**config.mk**
```make
export PLATFORM = sky130hd
export DESIGN_NAME = mem_bus_arbiter
export DESIGN_NICKNAME = d
export VERILOG_FILES = /design/src/rtl/mem_bus_arbiter.sv
export SDC_FILE = /design/constraint.sdc
export NUM_CORES = 1
export LEC_CHECK = 0
export CORE_AREA = 2 2 153 155
export DETAILED_ROUTE_END_ITERATION = 12
export DIE_AREA = 0 0 155 157
export MAX_ROUTING_LAYER = met4
export PLACE_DENSITY_LB_ADDON = 0.15
export REMOVE_ABC_BUFFERS = 1
export SYNTH_ARGS = -nofsm -noshare
export SYNTH_HDL_FRONTEND = slang
export SYNTH_SLANG_ARGS = --single-unit
```
**constraint.sdc**
```tcl
create_clock -name clk -period 3.8 [get_ports clk]
set_clock_uncertainty 0.2 [all_clocks]
set_input_delay 1.14 -clock clk [delete_from_list [all_inputs] [get_ports clk]]
set_output_delay 1.14 -clock clk [all_outputs]
set_load 0.02 [all_outputs]
```
**src/rtl/mem_bus_arbiter.sv**
```systemverilog
// Round-robin arbiter sharing one line-burst memory port between the I-cache (0) and D-cache (1).
// Optional per-requester wait-cycle counters are built when ARB_PERF_CNT_EN is defined.
module mem_bus_arbiter #(
    parameter int BEATS = 4
) (
    input  logic        clk,
    input  logic        rst,
    input  logic [1:0]  req,
    input  logic [1:0]  req_we,
    input  logic [63:0] req_addr,
    output logic [1:0]  gnt,
    input  logic [63:0] wdata,
    input  logic [7:0]  wstrb,
    output logic        dc_wready,
    output logic [1:0]  rvalid,
    output logic [63:0] rdata,
    output logic        rlast,
    output logic [1:0]  bvalid,
    output logic        mem_avalid,
    input  logic        mem_aready,
    output logic        mem_we,
    output logic [31:0] mem_addr,
    output logic        mem_wvalid,
    input  logic        mem_wready,
    output logic [63:0] mem_wdata,
    output logic [7:0]  mem_wstrb,
    output logic        mem_wlast,
    input  logic        mem_rvalid,
    input  logic [63:0] mem_rdata,
    input  logic        mem_bvalid
`ifdef ARB_PERF_CNT_EN
    ,
    output logic [63:0] ic_wait_cnt,
    output logic [63:0] dc_wait_cnt
`endif
);

    localparam int CW = (BEATS > 1) ? $clog2(BEATS) : 1;
    localparam logic [CW-1:0] LAST_BEAT = CW'(BEATS - 1);

    typedef enum logic [2:0] {IDLE, ADDR, WDATA, RDATA, RESP} state_t;

    state_t        state_reg, state_next;
    logic          owner_reg, owner_next;
    logic          we_reg, we_next;
    logic          last_owner_reg, last_owner_next;
    logic [31:0]   addr_reg, addr_next;
    logic [CW-1:0] cnt_reg, cnt_next;
    logic          owner_sel;
    logic [1:0]    owner_oh;
    logic          cnt_last;

    // The I-cache can never write back, so its we bit carries no information.
    logic unused_ic_we;
    assign unused_ic_we = req_we[0];

    assign owner_oh = owner_reg ? 2'b10 : 2'b01;
    assign cnt_last = (cnt_reg == LAST_BEAT);

    always_ff @(posedge clk) begin
        if (rst) begin
            state_reg      <= IDLE;
            owner_reg      <= 1'b0;
            we_reg         <= 1'b0;
            last_owner_reg <= 1'b1;
            addr_reg       <= '0;
            cnt_reg        <= '0;
        end else begin
            state_reg      <= state_next;
            owner_reg      <= owner_next;
            we_reg         <= we_next;
            last_owner_reg <= last_owner_next;
            addr_reg       <= addr_next;
            cnt_reg        <= cnt_next;
        end
    end

    always_comb begin
        state_next      = state_reg;
        owner_next      = owner_reg;
        we_next         = we_reg;
        last_owner_next = last_owner_reg;
        addr_next       = addr_reg;
        cnt_next        = cnt_reg;
        owner_sel       = 1'b0;
        gnt             = 2'b00;
        dc_wready       = 1'b0;
        rvalid          = 2'b00;
        rdata           = '0;
        rlast           = 1'b0;
        bvalid          = 2'b00;
        mem_avalid      = 1'b0;
        mem_we          = 1'b0;
        mem_addr        = '0;
        mem_wvalid      = 1'b0;
        mem_wdata       = '0;
        mem_wstrb       = '0;
        mem_wlast       = 1'b0;

        case (state_reg)
            IDLE: begin
                cnt_next = '0;
                if (|req) begin
                    // On a tie the requester not served last time wins.
                    owner_sel  = (req == 2'b11) ? ~last_owner_reg : req[1];
                    owner_next = owner_sel;
                    we_next    = req_we[1] & owner_sel;
                    addr_next  = owner_sel ? req_addr[63:32] : req_addr[31:0];
                    state_next = ADDR;
                end
            end
            ADDR: begin
                mem_avalid = 1'b1;
                mem_addr   = addr_reg;
                mem_we     = we_reg;
                if (mem_aready) begin
                    gnt             = owner_oh;
                    last_owner_next = owner_reg;
                    cnt_next        = '0;
                    state_next      = we_reg ? WDATA : RDATA;
                end
            end
            WDATA: begin
                mem_wvalid = 1'b1;
                mem_wdata  = wdata;
                mem_wstrb  = wstrb;
                mem_wlast  = cnt_last;
                dc_wready  = mem_wready;
                if (mem_wready) begin
                    cnt_next = cnt_reg + CW'(1);
                    if (cnt_last) begin
                        state_next = RESP;
                    end
                end
            end
            RDATA: begin
                rdata = mem_rdata;
                if (mem_rvalid) begin
                    rvalid   = owner_oh;
                    rlast    = cnt_last;
                    cnt_next = cnt_reg + CW'(1);
                    if (cnt_last) begin
                        state_next = IDLE;
                    end
                end
            end
            RESP: begin
                if (mem_bvalid) begin
                    bvalid     = owner_oh;
                    state_next = IDLE;
                end
            end
            default: state_next = IDLE;
        endcase
    end

`ifdef ARB_PERF_CNT_EN
    logic [63:0] wait_cnt_reg [2];

    for (genvar gi = 0; gi < 2; gi++) begin : g_wait_cnt
        always_ff @(posedge clk) begin
            if (rst) begin
                wait_cnt_reg[gi] <= '0;
            end else if (req[gi] && !gnt[gi]) begin
                wait_cnt_reg[gi] <= wait_cnt_reg[gi] + 64'd1;
            end
        end
    end

    assign ic_wait_cnt = wait_cnt_reg[0];
    assign dc_wait_cnt = wait_cnt_reg[1];
`endif

endmodule

```
# After elaboration in Yosys (flattened, before gate mapping)

Index checks and enable logic that the tools add are counted.

Bitwise logic cells: 2
Equal/unequal tests: 13
Reduce and logical (&&, ||, !) cells: 7
Add/subtract/negate cells: 1
Muxes and demuxes: 33

Operators with widths:

| cell                                                                  | number |
|---|---|
| 64-bit two-way mux                                                    | 2 |
| 32-bit two-way mux                                                    | 2 |
| 3-bit two-way mux                                                     | 7 |
| 2-bit two-way mux                                                     | 10 |
| 3-bit case mux with 5 select lines                                    | 1 |
| 2-bit inequality test, second input constant                          | 7 |
| 1-bit two-way mux                                                     | 9 |
| 8-bit two-way mux                                                     | 1 |
| 2-bit case mux with 4 select lines                                    | 1 |
| 7-bit AND reduction                                                   | 1 |
| 3-bit by 2-bit equality test with 1-bit output, second input constant | 2 |
| 2-bit equality test, second input constant                            | 2 |
| 2-bit AND reduction                                                   | 2 |
| 4-bit AND reduction                                                   | 1 |
| 4-bit nonzero test                                                    | 1 |
| 3-bit by 1-bit equality test with 1-bit output, second input constant | 1 |
| 3-bit equality test, second input constant                            | 1 |
| 3-bit zero test                                                       | 1 |
| 2-bit by 1-bit adder with 2-bit output, second input constant         | 1 |
| 2-bit OR reduction                                                    | 1 |
| 1-bit bitwise AND                                                     | 1 |
| 1-bit NOT                                                             | 1 |

Bits in registers: 40
Input bits: 210
Output and inout bits: 180
Logic and storage cells: 62

# Logic depth before layout (Yosys ltp)

Gate-level depths: netlist of run 1.

Word-level depth: 4
Mapped depth: 7
Depth with buffers taken out: 5

# Worst setup path before layout of run 1

OpenSTA, ideal clock, no wires.

Kind: input-to-output
Start: input mem_aready
End: output gnt[1]
Arrival time: 1526 ps
Setup slack: 934 ps
Cell stages on the path: 2
Path through: nand2_1 > nor2_1

Cells in the longest elaborated chain, start to end: 2

RTL lines:

| item               | RTL line | source |
|---|---|---|
| start: declaration | 20       | `input logic mem_aready,` |
| 2-bit two-way mux  | 116      | `if (mem_aready) begin` |
| 2-bit two-way mux  | 100      | `case (state_reg)` |
| end: declaration   | 11       | `output logic [1:0] gnt,` |

No other way between the ends.

# Final worst setup path of run 1

Start: input mem_wready
End: output dc_wready

Cells in the longest elaborated chain, start to end: 1

RTL lines:

| item               | RTL line | source |
|---|---|---|
| start: declaration | 24       | `input logic mem_wready,` |
| 1-bit two-way mux  | 100      |  |
| end: declaration   | 14       | `output logic dc_wready,` |

No other way between the ends.

==> results.cfg, run 1 <==
[synthesis]
syn_area_per_cell_um2 = 8.17
ys_types = 36
yosysWarnings = 0
yosys.area.top_type = dfxtp_1
synthTopCellsByArea = dfxtp_1 24%, and2_1 20%, and3_1 13%
synth_edf_count = 0
ys_ff_latch = 40
synthArstFlopShare_pct = 0
synth_commonest_cells = 108 x and2_1, 67 x and3_1, 41 x nor2_1, 40 x dfxtp_1, 34 x mux2i_1
syn_inst = 405
yosysMostFrequentCell = and2_1
ys_seq_area_share_pct = 24.2
netlist_area_um2 = 3310
synth.top_cell.area_share_pct = 24.2
synth_ff_type = dfxtp_1

[floorplanning]
die_h_um = 157
rows = 55
top_level_ports = 390
initial_utilization_pct = 14.7
die_x_um = 155
core_area_um2 = 22500
dieArea_um2 = 24300

[grt]
grt_pass1_vias = 4368
grt_max_degree = 77
track_usage_pct = 14.6
grt_pass1_wl_mm = 26.6
grt_overflow = 0
antenna_found_initial = 4

[worst_hold_path]
holdCritStartpoint = cnt_reg[1]
hold_class = reg -> reg

[cells_and_area]
largest_reg_flops = 32
drive_gt1_share_pct = 8.81
final_nets = 983
n_fill_cell = 2280
areaGrowthSynthToFinish_pct = 131
final_area_um2 = 7660
final_util_pct = 34.0

[timing]
fmax_mhz = 269
hold_violations = 0
slew_headroom_pct = 71.1
rsz0062_at_grt = no
final-setup-viol-count = 0
drv_slew = 0
fin_hold_ws_ns = 0.297
setup_tns_ns = 0
worstMarginPinSlew_ns = 0.423
final.period_utilization_pct = 97.7
layout_min_cycle_time_ns = 3.71

[pwr]
power.total_w = 0.00309
peakVddDrop_mv = 0.249
leakagePower_nw = 3.07
p_per_area_nw_per_um2 = 404

[clock_tree]
cts_max_level = 2
tritoncts = built
numCtsBuffers = 5
clk_root_buffer_cell = clkbuf_16
post-cts-setup-buffers = 0
cts.path.max_buffers = 2
numClockSinks = 40
clk_pin_slew_ns = 0.06
clk_latency_ns = 0.28

[worst_setup_path]
crit_top_cell = clkdlybuf4s50_1
start_kind = primary input
endpoint_kind = output pin
cp.required_ns = 2.46
path_class = in -> out
max_stage_delay_ns = 0.60
r2r_start = state_reg[0]
startpoint = mem_wready
cp_slowest_cell = clkdlybuf4s50_1
path_max_fanout = 2
path_delay_family = buffers and inverters
arrival_ns = 2.37
crit_buf_inv = 2
crit_chain = clkdlybuf4s50_1, and2_1, clkdlybuf4s50_1

[flow_run]
cap_violations = 0

[detailed_routing]
drt_wl_total_mm = 18.3
vias = 4302
ant_nets = 0
firstDrtPassIters = 4
drc = 0
drt_iter0_drc = 167
routedWlPerCell_um = 17.2
via_per_inst = 4.05

[placed_design]
place.gp.congestion = 0.827
hpwl_mm = 15.5
io_buffers = 388
placed_area_um2 = 7480

[outcome]
outcome = finished, final reports clean
-- per-layer routing --
layer	vias to the layer above	wire (um)	track usage, %
li1	2118	-	-
met1	1966	6790	15.1
met2	208	9480	26.6
met3	10	1840	5.34
met4	0	183	3.44
met5	-	0	-
-- power breakdown --
group,switching [W],internal [W]
logic,0.00101,0.000940
registers,0.0000970,0.000565
clock network,0.000176,0.000309
-- worst min-delay path, stage by stage (launching register included) --
cell and delay, ns:
dfxtp_1 0.33, nand2b_1 0.07, a21oi_1 0.05
-- kinds of logic (layout without fill, tap and decap cells) --
| group | after synthesis | in the layout | synth area share, % |
|---|---|---|---|
| other | 0 | 4 | 0 |
| muxes | 34 | 34 | 10.3 |
| AOI/OAI and AO/OA | 49 | 49 | 15.1 |
| adders and majority gates | 2 | 2 | 0.756 |
| DFF | 40 | 40 | 24.2 |
| and+or+nand+nor | 235 | 235 | 42.2 |
| buffers and inverters | 45 | 412 | 7.41 |
-- per-stage QoR --
step	instances	setup WS, ns
5_1_grt	1061	0.0292
4_1_cts	1057	0.0798
6_report	1061	0.0856
3_3_place_gp	1049	-0.0485
3_5_place_dp	1049	-0.0325
2_1_floorplan	362	-1.75
-- layout make-up --
cell class / count / area [um2] / share of cell area (%)
Inverter: 2 / 7.51 / 0.0980
Timing Repair Buffer: 402 / 4040 / 52.7
Sequential cell: 40 / 805 / 10.5
Clock buffer: 5 / 125 / 1.63
Clock inverter: 3 / 42.5 / 0.556
Antenna cell: 4 / 10.0 / 0.131
Multi-Input combinational cell: 320 / 2280 / 29.7
Tap cell: 285 / 357 / 4.66
-- final timing paths --
kind | endpoint | slack, ns | cells past startpoint
max reg2reg | state_reg[1] | 1.62 | 6
min | cnt_reg[1] | 0.30 | 2
min reg2reg | cnt_reg[1] | 0.30 | 2
max | dc_wready | 0.09 | 3
-- repair_timing --
item                       in CTS  in global routing
hold buffers                    0                  0
cloned                          0                  0
setup endpoints to repair       3                  1
resized for setup               3                  1
-- cells in the final DEF (no fill, tap or decap), types with 2 or more instances in the layout --
cell type and count:
nor2_1 41, inv_1 2, nor2b_1 2, nand3_1 4, ha_1 2, buf_4 16, a211oi_1 5, diode_2 4
o21ai_0 4, clkdlybuf4s50_1 376, dfxtp_1 39, nand2_1 3, and2_1 108, nand2b_1 2, and3_1 67, a211oi_2 29
a21oi_1 3, buf_12 6, mux2i_1 34, nand3b_1 2, dlygate4sd2_1 3, clkbuf_16 5
(Power assumes the default switching activity.)
==> inputs of run 2 (changes only) <==
- GPL_ROUTABILITY_DRIVEN: not set -> 0
==> results of run 2 <==
The final DEF is identical to that of run 1; final timing and power are the same.
